**config.mk**
```make
export PLATFORM = sky130hd
export DESIGN_NAME = pad_hit_detector
export DESIGN_NICKNAME = d
export VERILOG_FILES = /design/src/rtl/byte_basher_pkg.sv /design/src/rtl/gpio_sync.sv /design/src/rtl/pad_hit_detector.sv
export SDC_FILE = /design/constraint.sdc
export NUM_CORES = 1
export LEC_CHECK = 0
export BUFFER_PORTS_ARGS = -buffer_cell sky130_fd_sc_hd__buf_4
export CORE_ASPECT_RATIO = 1.2
export CORE_MARGIN = 3
export CORE_UTILIZATION = 55
export DETAILED_ROUTE_END_ITERATION = 6
export GPL_ROUTABILITY_DRIVEN = 0
export MAX_ROUTING_LAYER = met4
export PLACE_DENSITY = 0.81
export SKIP_CTS_REPAIR_TIMING = 1
export SYNTH_ARGS = -nofsm -noshare
export SYNTH_HDL_FRONTEND = slang
export SYNTH_SLANG_ARGS = --single-unit
```
**constraint.sdc**
```tcl
create_clock -name CLOCK_50 -period 2.42 [get_ports CLOCK_50]
set_input_delay 0.242 -clock CLOCK_50 [delete_from_list [all_inputs] [get_ports CLOCK_50]]
set_output_delay 0.242 -clock CLOCK_50 [all_outputs]
set_load 0.005 [all_outputs]
```
**src/rtl/byte_basher_pkg.sv**
```systemverilog
// Shared types and constants for the byte-basher GPIO/hit path.
package byte_basher_pkg;

    localparam int unsigned BOX_W = 3;
    localparam logic [BOX_W-1:0] BOX_NONE = 3'd0;

    typedef enum logic [1:0] {
        IDLE,
        QUALIFY,
        HELD,
        LOCKOUT
    } hit_state_e;

endpackage

```
**src/rtl/gpio_sync.sv**
```systemverilog
// Two-flop synchronizer for asynchronous GPIO inputs, any width.
module gpio_sync #(
    parameter int unsigned WIDTH = 1
) (
    input  logic             clk,
    input  logic             rst_n,
    input  logic [WIDTH-1:0] d,
    output logic [WIDTH-1:0] q
);

    logic [WIDTH-1:0] meta_q;
    logic [WIDTH-1:0] sync_q;

    always_ff @(posedge clk or negedge rst_n) begin
        if (!rst_n) begin
            meta_q <= '0;
            sync_q <= '0;
        end else begin
            meta_q <= d;
            sync_q <= meta_q;
        end
    end

    assign q = sync_q;

endmodule

```
**src/rtl/pad_hit_detector.sv**
```systemverilog
// Synchronizes and debounces the Arduino pad address and emits one hit pulse per strike.
// Optional target compare (hit_match/hit_miss) is built when TARGET_MATCH_EN is defined.
module pad_hit_detector
    import byte_basher_pkg::*;
#(
    parameter int unsigned DEBOUNCE_CYCLES = 500000,
    parameter int unsigned LOCKOUT_CYCLES  = 2500000,
    parameter int unsigned CNT_W           = 10
) (
    input  logic             CLOCK_50,
    input  logic             resetn,
    input  logic [BOX_W-1:0] gpio_in,
    input  logic             arm,
    input  logic             count_clr,
    output logic             hit_valid,
    output logic [BOX_W-1:0] box_addr,
    output logic             pad_held,
    output logic             busy,
`ifdef TARGET_MATCH_EN
    input  logic [BOX_W-1:0] target_box,
    output logic             hit_match,
    output logic             hit_miss,
`endif
    output logic [CNT_W-1:0] hit_count
);

    localparam int unsigned CntMax =
        (DEBOUNCE_CYCLES > LOCKOUT_CYCLES) ? DEBOUNCE_CYCLES : LOCKOUT_CYCLES;
    localparam int unsigned CntW = $clog2(CntMax + 1);
    localparam logic [CntW-1:0] CntOne   = CntW'(1);
    localparam logic [CntW-1:0] DebLast  = CntW'(DEBOUNCE_CYCLES);
    localparam logic [CntW-1:0] LockLast = CntW'(LOCKOUT_CYCLES - 1);

    logic [BOX_W-1:0] sync_q;
    hit_state_e       state_q, state_d;
    logic [CntW-1:0]  cnt_q, cnt_d;
    logic [BOX_W-1:0] cand_q, cand_d;
    logic [BOX_W-1:0] box_q, box_d;
    logic             hit_q, hit_d;
    logic [CNT_W-1:0] count_q;

    gpio_sync #(
        .WIDTH (BOX_W)
    ) u_gpio_sync (
        .clk   (CLOCK_50),
        .rst_n (resetn),
        .d     (gpio_in),
        .q     (sync_q)
    );

    always_ff @(posedge CLOCK_50 or negedge resetn) begin
        if (!resetn) begin
            state_q <= IDLE;
            cnt_q   <= '0;
            cand_q  <= BOX_NONE;
            box_q   <= BOX_NONE;
            hit_q   <= 1'b0;
        end else begin
            state_q <= state_d;
            cnt_q   <= cnt_d;
            cand_q  <= cand_d;
            box_q   <= box_d;
            hit_q   <= hit_d;
        end
    end

    always_comb begin
        state_d = state_q;
        cnt_d   = cnt_q;
        cand_d  = cand_q;
        box_d   = box_q;
        hit_d   = 1'b0;
        unique case (state_q)
            IDLE: begin
                cnt_d = '0;
                if (arm && sync_q != BOX_NONE) begin
                    state_d = QUALIFY;
                    cand_d  = sync_q;
                    cnt_d   = CntOne;
                end
            end
            QUALIFY: begin
                if (!arm || sync_q == BOX_NONE) begin
                    state_d = IDLE;
                    cnt_d   = '0;
                end else if (cnt_q == DebLast) begin
                    state_d = HELD;
                    hit_d   = 1'b1;
                    box_d   = cand_q;
                    cnt_d   = '0;
                end else if (sync_q == cand_q) begin
                    cnt_d = cnt_q + CntOne;
                end else begin
                    cand_d = sync_q;
                    cnt_d  = CntOne;
                end
            end
            // Only a sustained all-zero sample run counts as a release; pad changes are ignored.
            HELD: begin
                if (cnt_q == DebLast) begin
                    state_d = LOCKOUT;
                    cnt_d   = '0;
                end else if (sync_q == BOX_NONE) begin
                    cnt_d = cnt_q + CntOne;
                end else begin
                    cnt_d = '0;
                end
            end
            LOCKOUT: begin
                if (cnt_q == LockLast) begin
                    state_d = IDLE;
                    cnt_d   = '0;
                end else begin
                    cnt_d = cnt_q + CntOne;
                end
            end
            default: begin
                state_d = IDLE;
                cnt_d   = '0;
            end
        endcase
    end

    // Clear takes priority over a coincident hit; saturates at all-ones.
    always_ff @(posedge CLOCK_50 or negedge resetn) begin
        if (!resetn) begin
            count_q <= '0;
        end else if (count_clr) begin
            count_q <= '0;
        end else if (hit_q && count_q != {CNT_W{1'b1}}) begin
            count_q <= count_q + CNT_W'(1);
        end
    end

`ifdef TARGET_MATCH_EN
    logic match_q, miss_q;
    logic match_d, miss_d;

    always_comb begin
        match_d = hit_d && (target_box != BOX_NONE) && (cand_q == target_box);
        miss_d  = hit_d && !match_d;
    end

    always_ff @(posedge CLOCK_50 or negedge resetn) begin
        if (!resetn) begin
            match_q <= 1'b0;
            miss_q  <= 1'b0;
        end else begin
            match_q <= match_d;
            miss_q  <= miss_d;
        end
    end

    always_comb begin
        hit_match = match_q;
        hit_miss  = miss_q;
    end
`endif

    always_comb begin
        hit_valid = hit_q;
        box_addr  = box_q;
        hit_count = count_q;
        busy      = (state_q != IDLE);
        pad_held  = (state_q == HELD);
    end

endmodule

```
==> reports/qor_table.md <==
| Metric | Value |
|:---|:---|
| Clock tree from TritonCTS | done |
| Vias in the first global route | 1575 |
| Cell type with the highest aggregate area in the netlist | sky130_fd_sc_hd__dfrtp_1 |
| Worst clock skew | 0.003774 ns |
| Cell variety after synth | 43 |
| Count of flip-flops with a built-in enable after synthesis | 0 |
| Class of the tightest hold or removal check | input pin to flop |
| Total track usage | 0.1894 |
| Antenna violations before repair | 0 |
| CP startpoint kind | flop |
| Final setup TNS | 0 ns |
| Cell-by-cell trace of the critical path | inv_1, ha_1, nor4bb_1, nand3_1, nor3_2, nand2_1, clkinv_2, mux2_4 |
| Wire length of the first global-routing pass | 7058 um |
| Leak Pwr | 1.128 nW |
| Synth top area share | 0.5208 |
| Net Count, Synth | 224 |
| FILL cells | 305 |
| DRT antenna net count | 0 |
| Starting Density | 0.5969 |
| Inserted Diodes | 0 |
| Result of the run | completed |
| Maximum capacitance violations | 0 |
| Peak supply drop | 460.9 uV |
| Largest cells by area after synthesis | sky130_fd_sc_hd__dfrtp_1 52%, sky130_fd_sc_hd__nor2_1 7.0%, sky130_fd_sc_hd__xnor2_1 6.2%, sky130_fd_sc_hd__xor2_1 5.8%, sky130_fd_sc_hd__nand3_1 2.7% |
| Share of final-layout standard cells stronger than drive strength 1 | 0.1818 |
| Critical Path Max Stage Delay | 0.46 ns |
| Power density over the cells | 498.5 mW/mm^2 |
| Max Fanout on Critical Path | 7 |
| Average vias per placed instance | 5.442 |
| Total wirelength of the detailed-routed design | 4032 um |
| HPWL reported at the end of detailed placement | 2881 um |
| Area grow syn2layout | 13.74% |
| RSZ-0062 raised after global routing | false |
| Number of DRC violations after detailed routing | 0 |
| Net count, final | 251 |
| Critical Path RT | 2.61 ns |
| Maximum clock insertion buffer count | 2 |
| Floorplan row count | 24 |
| Core ar. | 0.003784 sq mm |
| Maximum number of pins on one net before global-route repair | 48 |
| Port Buffer Count | 22 |
| Floorplan die height | 76.20 um |
| Sequential cell area in the final layout | 0.001176 sq mm |
| Clock buffers created by TritonCTS | 5 |
| H-Tree Depth | 2 |
| Max-slew violation count | 0 |
| Worst setup path startpoint | cnt_q[0] |
| Achievable Freq | 500.8 MHz |
| Proportion of synthesized chip area in sequential cells | 0.5208 |
| Design Power | 0.001280 W |
| Clock-pin slew on the worst setup and hold paths | 0.08 ns |
| Critical-path cell with the highest stage delay | sky130_fd_sc_hd__dfrtp_1 |
| Average footprint of a synthesized cell | 10.55 sq um |
| Primary FF master, synth | sky130_fd_sc_hd__dfrtp_1 |
| Per-cell routed wire length | 13.71 um |
| Rel. slew slack | 0.6239 |
| Number of cells produced by synthesis | 214 |
| Worst setup path category | flop to flop |
| Minimum clock period | 1.997 ns |
| Number of placed I/O pins | 23 |
| Area taken by multi-input logic gates | 0.001032 sq mm |
| Total Die Area | 0.004914 sq mm |
| FF-to-FF Start | cnt_q[0] |
| DRC violation total after the first TritonRoute iteration | 91 |
| Count of state elements after synthesis | 47 |
| TritonCTS Sinks | 47 |
| Detailed Routing Iterations Pass 1 | 4 |
| Proportion of synthesized flip-flops having asynchronous set or reset | 1.000 |
| Clock root buffer | sky130_fd_sc_hd__clkbuf_8 |
| Die extent in x | 64.50 um |
| Critical path capture point type | flop |
| Final Hold Viols | 0 |
| Cell area after synthesis | 0.002258 sq mm |
| Worst-case register-to-register setup slack | 0.42 ns |
| Total number of vias | 1600 |
| Slew of the pin with the lowest slew margin | 0.5642 ns |
| Arrival time of data at the critical path endpoint | 2.19 ns |
| Hold path start | gpio_in[2] |
| Synth warnings | 0 |
| Total of endpoints with negative setup slack in the final report | 0 |
| Post-route fraction of the period consumed by the critical path | 0.8251 |
| Global-route congestion overflow total | 0 |
| Skew-Pair Late Insertion Delay | 0.30 ns |
==> state kept, by name, summed over array words and instances, names as in the netlist, named ones only <==
signal,flops
cnt_q,22
cand_q,3
state_q,1
box_addr,3
hit_valid,1
hit_count,10
u_gpio_sync.q,3
u_gpio_sync.meta_q,3
==> cells in the mapped netlist (2+ instances only) <==
library cell	count
sky130_fd_sc_hd__and4_1	5
sky130_fd_sc_hd__nand2_1	9
sky130_fd_sc_hd__xor2_1	15
sky130_fd_sc_hd__mux2_4	3
sky130_fd_sc_hd__nand3_1	12
sky130_fd_sc_hd__nand4_1	8
sky130_fd_sc_hd__nor3b_1	2
sky130_fd_sc_hd__inv_1	6
sky130_fd_sc_hd__nor2b_1	2
sky130_fd_sc_hd__o31ai_1	2
sky130_fd_sc_hd__and2_1	2
sky130_fd_sc_hd__mux2_2	2
sky130_fd_sc_hd__dfrtp_1	47
sky130_fd_sc_hd__nor2_1	42
sky130_fd_sc_hd__o21ai_0	3
sky130_fd_sc_hd__a21oi_1	4
sky130_fd_sc_hd__buf_4	2
sky130_fd_sc_hd__ha_1	3
sky130_fd_sc_hd__nor3_1	6
sky130_fd_sc_hd__xnor2_1	16
==> power breakdown <==
group | internal [W] | switching [W]
combinational | 0.00000963 | 0.0000200
sequential | 0.000790 | 0.00000297
clock | 0.000202 | 0.000256
==> layer usage <==
metal  track usage  vias to the layer above  wire [um]
met2        0.2934                       24       1944
met5             -                        -          0
met3       0.05457                        5        146
met4       0.06554                        0         63
met1        0.2375                      778       1878
li1              -                      793          -
==> stage by stage <==
stage	instances	utilization	cell area, sq um	hold WS, ns	setup WS [ns]
floorplan	214	-	2258	-0.05359	0.6324
global route	294	0.6789	2569	0.02270	0.2452
CTS	293	0.6763	2559	-0.05053	0.4181
detailed placement	285	0.6538	2474	0.2797	0.4292
finish	294	0.6789	2569	0.04173	0.4232
global placement	285	0.6538	2474	0.2765	0.4322
==> cells in the final DEF, fill, tap and decap left out, types with 3 or more instances in the layout <==
cell	instances
sky130_fd_sc_hd__a21oi_1	4
sky130_fd_sc_hd__and4_1	5
sky130_fd_sc_hd__buf_4	23
sky130_fd_sc_hd__clkbuf_8	5
sky130_fd_sc_hd__dfrtp_1	47
sky130_fd_sc_hd__ha_1	3
sky130_fd_sc_hd__inv_1	6
sky130_fd_sc_hd__mux2_4	3
sky130_fd_sc_hd__nand2_1	9
sky130_fd_sc_hd__nand3_1	12
sky130_fd_sc_hd__nand4_1	8
sky130_fd_sc_hd__nor2_1	42
sky130_fd_sc_hd__nor3_1	6
sky130_fd_sc_hd__o21ai_0	3
sky130_fd_sc_hd__xnor2_1	16
sky130_fd_sc_hd__xor2_1	15
==> cells by family after synthesis <==
| kind of cell | synth area share |
|---|---|
| adders and majority gates | 0.01662 |
| DFF | 0.5208 |
| AOI/OAI and AO/OA | 0.04876 |
| buffers and inverters | 0.02215 |
| and+or+nand+nor | 0.2321 |
| muxes | 0.03933 |
| xor gates and xnor gates | 0.1202 |
==> final timing paths <==
kind | to | cells past startpoint
hold reg to reg | u_gpio_sync.q[1] | 0
setup reg to reg | box_addr[1] | 8
hold / removal | u_gpio_sync.meta_q[2] | 1
min in group asynchronous | hit_count[8] | 2
setup / recovery | box_addr[1] | 8
max in group asynchronous | cnt_q[19] | 2
==> critical path, delay by kind of cell (launching register included) <==
kind | cells | cell delay (ns)
fa+ha+maj | 1 | 0.14
buf+inv | 2 | 0.22
flops | 1 | 0.46
mux | 1 | 0.30
simple gates | 4 | 0.76
==> layout make-up <==
class	count	share of cell area
Sequential cell	47	0.4579
Multi-Input combinational cell	156	0.4019
Timing Repair Buffer	24	0.07112
Clock buffer	6	0.02825
Clock inverter	2	0.004871
Tap cell	52	0.02533
Inverter	7	0.01072
Note: power is estimated with default switching activity, not from simulation.
